File: config.mk
export PLATFORM = sky130hd
export DESIGN_NAME = pid_mc_flat
export DESIGN_NICKNAME = d
export VERILOG_FILES = /design/src/rtl/pid_mc_if.sv /design/src/rtl/pid_mc.sv /design/src/flat_wrapper.sv
export SDC_FILE = /design/constraint.sdc
export NUM_CORES = 2
export LEC_CHECK = 0
export CAP_MARGIN = 30
export CORE_MARGIN = 5
export CORE_UTILIZATION = 35
export CTS_CLUSTER_DIAMETER = 80
export DETAILED_ROUTE_END_ITERATION = 8
export PLACE_DENSITY = 0.51
export SYNTH_ARGS = -nofsm -noshare
export SYNTH_HDL_FRONTEND = slang
export SYNTH_SLANG_ARGS = --single-unit
File: constraint.sdc
create_clock -name clock -period 11.51 [get_ports clock]
set_input_delay 2.302 -clock clock [delete_from_list [all_inputs] [get_ports clock]]
set_output_delay 2.302 -clock clock [all_outputs]
set_load 0.005 [all_outputs]
File: src/rtl/pid_mc_if.sv
// Sample, coefficient and result bundle for the multi-channel PID controller.
// The master side is the front-end/config host; the slave side is pid_mc.
interface pid_mc_if #(
   parameter int D_WIDTH = 18,
   parameter int N_CH    = 4
);
   localparam int CH_W = $clog2(N_CH);

   logic                      cfg_we;
   logic [CH_W-1:0]           cfg_ch;
   logic [1:0]                cfg_sel;
   logic signed [D_WIDTH-1:0] cfg_data;
   logic                      clr_ch_we;
   logic [CH_W-1:0]           clr_ch;
   logic                      in_valid;
   logic                      in_ready;
   logic [CH_W-1:0]           in_ch;
   logic signed [D_WIDTH-1:0] in_target;
   logic signed [D_WIDTH-1:0] in_meas;
   logic                      out_valid;
   logic [CH_W-1:0]           out_ch;
   logic signed [D_WIDTH-1:0] out_data;
   logic                      busy;

   modport master (
      output cfg_we, cfg_ch, cfg_sel, cfg_data, clr_ch_we, clr_ch,
             in_valid, in_ch, in_target, in_meas,
      input  in_ready, out_valid, out_ch, out_data, busy
   );

   modport slave (
      input  cfg_we, cfg_ch, cfg_sel, cfg_data, clr_ch_we, clr_ch,
             in_valid, in_ch, in_target, in_meas,
      output in_ready, out_valid, out_ch, out_data, busy
   );
endinterface

File: src/rtl/pid_mc.sv
// Time-multiplexed N-channel fixed-point PID controller sharing one signed multiplier.
// Each sample walks P, I, D1, D2 multiplies, then clamps, outputs and writes loop state back.
module pid_mc #(
   parameter int D_WIDTH = 18,
   parameter int Q_BITS  = 15,
   parameter int N_CH    = 4,
   parameter int LIM_MAX = 4096,
   parameter int LIM_MIN = -4096
) (
   input logic     clock,
   input logic     reset,
   pid_mc_if.slave bus
);
   localparam int CH_W = $clog2(N_CH);
   localparam int PW   = 2 * D_WIDTH + 1;
   localparam int SW   = D_WIDTH + 2;
   localparam logic signed [PW-1:0] DMAX = PW'((1 <<< (D_WIDTH - 1)) - 1);
   localparam logic signed [PW-1:0] DMIN = PW'(-(1 <<< (D_WIDTH - 1)));
   localparam logic signed [SW-1:0] LMAX = SW'(LIM_MAX);
   localparam logic signed [SW-1:0] LMIN = SW'(LIM_MIN);

   typedef enum logic [2:0] {IDLE, MUL_P, MUL_I, MUL_D1, MUL_D2, DONE} state_t;
   state_t state_q, state_d;

   logic signed [D_WIDTH-1:0] kp_q [N_CH];
   logic signed [D_WIDTH-1:0] ki_q [N_CH];
   logic signed [D_WIDTH-1:0] kd1_q [N_CH];
   logic signed [D_WIDTH-1:0] kd2_q [N_CH];
   logic signed [D_WIDTH-1:0] iAcc_q [N_CH];
   logic signed [D_WIDTH-1:0] prevE_q [N_CH];
   logic signed [D_WIDTH-1:0] prevD_q [N_CH];

   logic [CH_W-1:0]           ch_q;
   logic signed [D_WIDTH-1:0] e_q, kpS_q, kiS_q, kd1S_q, kd2S_q;
   logic signed [D_WIDTH-1:0] iAccS_q, prevES_q, prevDS_q;
   logic signed [D_WIDTH-1:0] p_q, iTerm_q, d1_q, d_q;
   logic                      clrHit_q;
   logic                      outValid_q;
   logic [CH_W-1:0]           outCh_q;
   logic signed [D_WIDTH-1:0] outData_q;

   logic                      accept;
   logic signed [D_WIDTH:0]   errWide;
   logic signed [D_WIDTH-1:0] mulA, mulSat;
   logic signed [D_WIDTH:0]   mulB;
   logic signed [PW-1:0]      prod, prodSh;
   logic signed [SW-1:0]      pW, iSum, hiLim, loLim, iClamp, outSum;
   logic signed [D_WIDTH-1:0] iNew, outClamp;
   logic                      wbEn;

   function automatic logic signed [D_WIDTH-1:0] satD(input logic signed [PW-1:0] v);
      if (v > DMAX) return DMAX[D_WIDTH-1:0];
      if (v < DMIN) return DMIN[D_WIDTH-1:0];
      return v[D_WIDTH-1:0];
   endfunction

   assign accept        = bus.in_valid && (state_q == IDLE);
   assign errWide       = (D_WIDTH+1)'(bus.in_target) - (D_WIDTH+1)'(bus.in_meas);
   assign bus.in_ready  = (state_q == IDLE);
   assign bus.busy      = (state_q != IDLE);
   assign bus.out_valid = outValid_q;
   assign bus.out_ch    = outCh_q;
   assign bus.out_data  = outData_q;

   always_comb begin
      state_d = state_q;
      case (state_q)
         IDLE:    if (accept) state_d = MUL_P;
         MUL_P:   state_d = MUL_I;
         MUL_I:   state_d = MUL_D1;
         MUL_D1:  state_d = MUL_D2;
         MUL_D2:  state_d = DONE;
         DONE:    state_d = IDLE;
         default: state_d = IDLE;
      endcase
   end

   // The single multiplier: operands are steered by the current phase.
   always_comb begin
      mulA = kpS_q;
      mulB = (D_WIDTH+1)'(e_q);
      case (state_q)
         MUL_I: begin
            mulA = kiS_q;
            mulB = (D_WIDTH+1)'(e_q) + (D_WIDTH+1)'(prevES_q);
         end
         MUL_D1: begin
            mulA = kd1S_q;
            mulB = (D_WIDTH+1)'(e_q) - (D_WIDTH+1)'(prevES_q);
         end
         MUL_D2: begin
            mulA = kd2S_q;
            mulB = (D_WIDTH+1)'(prevDS_q);
         end
         default: ;
      endcase
      prod   = mulA * mulB;
      prodSh = prod >>> Q_BITS;
      mulSat = satD(prodSh);
   end

   // Anti-windup window tracks the headroom the proportional term leaves.
   always_comb begin
      pW     = SW'(p_q);
      iSum   = SW'(iAccS_q) + SW'(iTerm_q);
      hiLim  = LMAX - pW;
      loLim  = LMIN - pW;
      if (hiLim[SW-1]) hiLim = '0;
      if (!loLim[SW-1]) loLim = '0;
      iClamp = iSum;
      if (iSum > hiLim) iClamp = hiLim;
      else if (iSum < loLim) iClamp = loLim;
      iNew   = satD(PW'(iClamp));
      outSum = pW + SW'(iNew) + SW'(d_q);
      outClamp = outSum[D_WIDTH-1:0];
      if (outSum > LMAX) outClamp = LMAX[D_WIDTH-1:0];
      else if (outSum < LMIN) outClamp = LMIN[D_WIDTH-1:0];
      wbEn   = (state_q == DONE) && !clrHit_q;
   end

   always_ff @(posedge clock or negedge reset) begin
      if (!reset) begin
         state_q    <= IDLE;
         ch_q       <= '0;
         e_q        <= '0;
         kpS_q      <= '0;
         kiS_q      <= '0;
         kd1S_q     <= '0;
         kd2S_q     <= '0;
         iAccS_q    <= '0;
         prevES_q   <= '0;
         prevDS_q   <= '0;
         p_q        <= '0;
         iTerm_q    <= '0;
         d1_q       <= '0;
         d_q        <= '0;
         clrHit_q   <= 1'b0;
         outValid_q <= 1'b0;
         outCh_q    <= '0;
         outData_q  <= '0;
      end else begin
         state_q    <= state_d;
         outValid_q <= 1'b0;
         if (accept) begin
            ch_q     <= bus.in_ch;
            e_q      <= satD(PW'(errWide));
            kpS_q    <= kp_q[bus.in_ch];
            kiS_q    <= ki_q[bus.in_ch];
            kd1S_q   <= kd1_q[bus.in_ch];
            kd2S_q   <= kd2_q[bus.in_ch];
            iAccS_q  <= iAcc_q[bus.in_ch];
            prevES_q <= prevE_q[bus.in_ch];
            prevDS_q <= prevD_q[bus.in_ch];
            clrHit_q <= bus.clr_ch_we && (bus.clr_ch == bus.in_ch);
         end else if (bus.clr_ch_we && (bus.clr_ch == ch_q)) begin
            clrHit_q <= 1'b1;
         end
         case (state_q)
            MUL_P:  p_q     <= mulSat;
            MUL_I:  iTerm_q <= mulSat;
            MUL_D1: d1_q    <= mulSat;
            MUL_D2: d_q     <= satD(PW'(d1_q) + PW'(mulSat));
            DONE: begin
               outValid_q <= 1'b1;
               outCh_q    <= ch_q;
               outData_q  <= outClamp;
            end
            default: ;
         endcase
      end
   end

   // A clear on the same edge as write-back to that channel wins.
   always_ff @(posedge clock or negedge reset) begin
      if (!reset) begin
         for (int c = 0; c < N_CH; c++) begin
            kp_q[c]    <= '0;
            ki_q[c]    <= '0;
            kd1_q[c]   <= '0;
            kd2_q[c]   <= '0;
            iAcc_q[c]  <= '0;
            prevE_q[c] <= '0;
            prevD_q[c] <= '0;
         end
      end else begin
         for (int c = 0; c < N_CH; c++) begin
            if (bus.cfg_we && (bus.cfg_ch == CH_W'(c))) begin
               case (bus.cfg_sel)
                  2'd0:    kp_q[c]  <= bus.cfg_data;
                  2'd1:    ki_q[c]  <= bus.cfg_data;
                  2'd2:    kd1_q[c] <= bus.cfg_data;
                  default: kd2_q[c] <= bus.cfg_data;
               endcase
            end
            if (bus.clr_ch_we && (bus.clr_ch == CH_W'(c))) begin
               iAcc_q[c]  <= '0;
               prevE_q[c] <= '0;
               prevD_q[c] <= '0;
            end else if (wbEn && (ch_q == CH_W'(c))) begin
               iAcc_q[c]  <= iNew;
               prevE_q[c] <= e_q;
               prevD_q[c] <= d_q;
            end
         end
      end
   end
endmodule
File: src/flat_wrapper.sv
// flat-port wrapper written by rule: the top's interface ports become plain ports
module pid_mc_flat 
#(
   parameter int D_WIDTH = 18,
   parameter int Q_BITS  = 15,
   parameter int N_CH    = 4,
   parameter int LIM_MAX = 4096,
   parameter int LIM_MIN = -4096
)
  (clock, reset, bus_cfg_we, bus_cfg_ch, bus_cfg_sel, bus_cfg_data, bus_clr_ch_we, bus_clr_ch, bus_in_valid, bus_in_ch, bus_in_target, bus_in_meas, bus_in_ready, bus_out_valid, bus_out_ch, bus_out_data, bus_busy);
  pid_mc_if #(.D_WIDTH(D_WIDTH), .N_CH(N_CH)) bus_i ();
  input logic clock;
  input logic reset;
  input wire logic [$bits(bus_i.cfg_we)-1:0] bus_cfg_we;
  input wire logic [$bits(bus_i.cfg_ch)-1:0] bus_cfg_ch;
  input wire logic [$bits(bus_i.cfg_sel)-1:0] bus_cfg_sel;
  input wire logic [$bits(bus_i.cfg_data)-1:0] bus_cfg_data;
  input wire logic [$bits(bus_i.clr_ch_we)-1:0] bus_clr_ch_we;
  input wire logic [$bits(bus_i.clr_ch)-1:0] bus_clr_ch;
  input wire logic [$bits(bus_i.in_valid)-1:0] bus_in_valid;
  input wire logic [$bits(bus_i.in_ch)-1:0] bus_in_ch;
  input wire logic [$bits(bus_i.in_target)-1:0] bus_in_target;
  input wire logic [$bits(bus_i.in_meas)-1:0] bus_in_meas;
  output wire logic [$bits(bus_i.in_ready)-1:0] bus_in_ready;
  output wire logic [$bits(bus_i.out_valid)-1:0] bus_out_valid;
  output wire logic [$bits(bus_i.out_ch)-1:0] bus_out_ch;
  output wire logic [$bits(bus_i.out_data)-1:0] bus_out_data;
  output wire logic [$bits(bus_i.busy)-1:0] bus_busy;
  assign bus_i.cfg_we = bus_cfg_we;
  assign bus_i.cfg_ch = bus_cfg_ch;
  assign bus_i.cfg_sel = bus_cfg_sel;
  assign bus_i.cfg_data = bus_cfg_data;
  assign bus_i.clr_ch_we = bus_clr_ch_we;
  assign bus_i.clr_ch = bus_clr_ch;
  assign bus_i.in_valid = bus_in_valid;
  assign bus_i.in_ch = bus_in_ch;
  assign bus_i.in_target = bus_in_target;
  assign bus_i.in_meas = bus_in_meas;
  assign bus_in_ready = bus_i.in_ready;
  assign bus_out_valid = bus_i.out_valid;
  assign bus_out_ch = bus_i.out_ch;
  assign bus_out_data = bus_i.out_data;
  assign bus_busy = bus_i.busy;
  pid_mc #(.D_WIDTH(D_WIDTH), .Q_BITS(Q_BITS), .N_CH(N_CH), .LIM_MAX(LIM_MAX), .LIM_MIN(LIM_MIN)) u_core (.clock(clock), .reset(reset), .bus(bus_i));
endmodule
==> results.py <==
metrics = {
    "clocking": {
        "clk_latency_ns": 0.71,
        "h-tree-depth": 3,
        "cts_buffers": 87,
        "tritoncts": "done",
        "clock_sinks": 747,
        "cts-root-buf": "clkbuf_16",
        "clk_path_buf_depth": 3,
        "postCtsHoldBufs": 0,
        "clk_pin_slew_ns": 0.06,
    },
    "synthesis": {
        "avgSynthCellArea_sq_um": 10.2,
        "synth_ff_type": "dfrtp_1",
        "synthArstFlopShare": 1.00,
        "synth_seq_cells": 747,
        "yosys.area.top_type": "dfrtp_1",
        "synth.area.top_cells": "dfrtp_1 37%, fa_1 14%, nand2_1 7.1%",
        "syn_nets": 5629,
        "synth_cell_types": 86,
        "synth_top_area_share": 0.367,
        "synth_edf_count": 0,
        "syn_area_sq_um": 51000,
        "yosysSeqAreaShare": 0.367,
        "synthCells": 4981,
        "ys_warn_count": 0,
    },
    "place": {
        "place.gp.congestion": 0.888,
        "hpwl_microns": 110000,
        "pre_cts_ws_ns": -0.420,
        "port_buffers": 89,
        "placed_cells": 7069,
    },
    "setup_path": {
        "crit_slowest_cell": "o41a_4",
        "start_kind": "register",
        "crit_type": "register to register",
        "cp-end-kind": "register",
        "path_max_fanout": 7,
        "crit_required_ns": 12.10,
        "crit_family": "compound AO/OA/AOI/OAI gates",
        "worst-path-buf-inv": 12,
        "crit_arrival_ns": 12.20,
        "rrSetupSlack_ns": -0.10,
        "max_stage_delay_ns": 0.58,
    },
    "grt": {
        "antenna_found_initial": 6,
        "busiest_layer": "met2",
        "grt_pass1_wl_microns": 243000,
        "track_usage": 0.205,
        "grt_max_degree": 147,
        "use_met3": 0.0309,
        "grt_pass1_vias": 40300,
        "grt-ovfl-total": 0,
        "gr-usage-met1": 0.280,
        "grt_use_met2": 0.349,
    },
    "detailed_routing": {
        "vias_per_cell": 5.17,
        "avgRoutedWirePerCell_microns": 21.1,
        "drc": 0,
        "ant_nets": 0,
        "drt_iter0_drc": 2481,
        "drt_wl_total_microns": 154000,
        "vias": 37800,
        "first_pass_iters": 5,
    },
    "floorplan": {
        "num_io_pins": 90,
        "dieArea_sq_um": 153000,
        "initial_utilization": 0.351,
        "core-area_sq_um": 145000,
        "fp-row-count": 140,
        "die_x_microns": 392,
        "die_h_microns": 392,
    },
    "worst_hold_path": {
        "min-delay-path-class": "register to register",
    },
    "sta": {
        "slew_headroom": 0.325,
        "hold_viol_final": 0,
        "period_minus_slack_ns": 11.61,
        "fin_worst_skew_ns": 0.0616,
        "setup_viol": 17,
        "fmax_ghz": 0.0861,
        "finalCritPeriodShare": 1.01,
        "setup_tns_ns": -1.23,
        "worst_pin_slew_ns": 1.01,
        "fin_ws_ns": -0.102,
        "rsz0062_at_grt": "yes",
        "holdWs_ns": 0.471,
        "slew_viol_final": 0,
    },
    "run_status": {
        "violations": "setup timing",
        "status": "finished with violations",
    },
    "cells_and_area": {
        "final_common_cell": "nand2_1",
        "antenna_cells": 0,
        "final_cells": 7300,
        "synthToLayoutAreaGrowth_pct": 18.8,
        "finalNetCount": 5962,
        "drive_above_1_share": 0.224,
        "n_fill_cell": 14000,
        "layout_common_cells": "943 x nand2_1, 746 x dfrtp_1, 541 x inv_1",
    },
    "flow_run": {
        "cap_violations": 0,
    },
}
-- logic make-up (layout without fill, tap and decap cells) --
logic type | Yosys count | count (layout) | synth area share
and+or+nand+nor | 1526 | 1527 | 0.128
buffers and inverters | 798 | 1198 | 0.0596
DFF | 747 | 747 | 0.367
AOI/OAI and AO/OA | 745 | 746 | 0.100
adders and majority gates | 593 | 593 | 0.198
muxes | 439 | 439 | 0.124
xor gates and xnor gates | 133 | 133 | 0.0228
-- cell usage after synthesis (all sizes together) (19+ instances only) --
cell type	number
mux2	293
mux2i	20
inv	555
nand3	31
xnor2	91
and3	19
nand2	960
clkbuf	203
fa	362
o211ai	66
o21ai	230
nand2b	54
ha	219
buf	40
nor2b	31
a22o	78
nor3	33
dfrtp	747
and2	56
nor2	271
a22oi	39
mux4	126
xor2	42
a21o	54
a21oi	110
-- final timing paths --
check                                           to              start  cells past startpoint
min in group asynchronous           u_core.kp_q[1]              reset                      1
max in group asynchronous       u_core.prevDS_q[0]              reset                      4
worst min register to register     u_core.kiS_q[0]    u_core.kiS_q[0]                      2
worst min-delay path               u_core.kiS_q[0]    u_core.kiS_q[0]                      2
worst max register to register      u_core.d_q[15]  u_core.state_q[2]                     56
worst max-delay path                u_core.d_q[15]  u_core.state_q[2]                     56
-- final cells by class --
type / count / area [sq um] / share of cell area
Clock inverter: 30 / 474 / 0.00783
Inverter: 555 / 2090 / 0.0344
Clock buffer: 128 / 2530 / 0.0418
Multi-Input combinational cell: 3438 / 30300 / 0.499
Timing Repair Buffer: 485 / 4140 / 0.0683
Tap cell: 1917 / 2400 / 0.0396
Sequential cell: 747 / 18700 / 0.309
-- repair_timing --
action,CTS,global route
setup endpoints to repair,18,18
pin swaps,87,94
buffers inserted,39,32
gates resized for setup,96,112
cloned,3,1
-- flip-flops by register name, summed over array words and instances, names as in the netlist, 72 cells and up --
| signal | cells |
|---|---|
| u_core.kp_q | 72 |
| u_core.iAcc_q | 72 |
| u_core.prevD_q | 72 |
| u_core.ki_q | 72 |
| u_core.kd2_q | 72 |
| u_core.prevE_q | 72 |
| u_core.kd1_q | 72 |
-- worst register-to-register path, delay by kind of cell (launching register included) --
kind,cells,cell delay (ns)
buffers and inverters,12,1.15
AOI/OAI and AO/OA,24,4.49
xor gates and xnor gates,2,0.36
DFF,1,0.40
and+or+nand+nor,9,1.25
adders and majority gates,9,3.77
-- metal layers --
layer  wire length [microns]  vias up  share of wire
met5                      26        -        0.00017
li1                        -    17300              -
met2                   74500      801           0.48
met4                    3100        4          0.020
met1                   69000    19500           0.45
met3                    7480      181          0.049
-- through the flow --
step | util | instance area (sq um)
CTS | 0.412 | 59900
finish | 0.417 | 60600
global route | 0.417 | 60600
detailed placement | 0.387 | 56200
global placement | 0.386 | 56100
floorplan | - | 51200
Power is left out: the tool's default activity adds up to more than one toggle a clock period on the data nets, which glitch-free logic cannot reach.
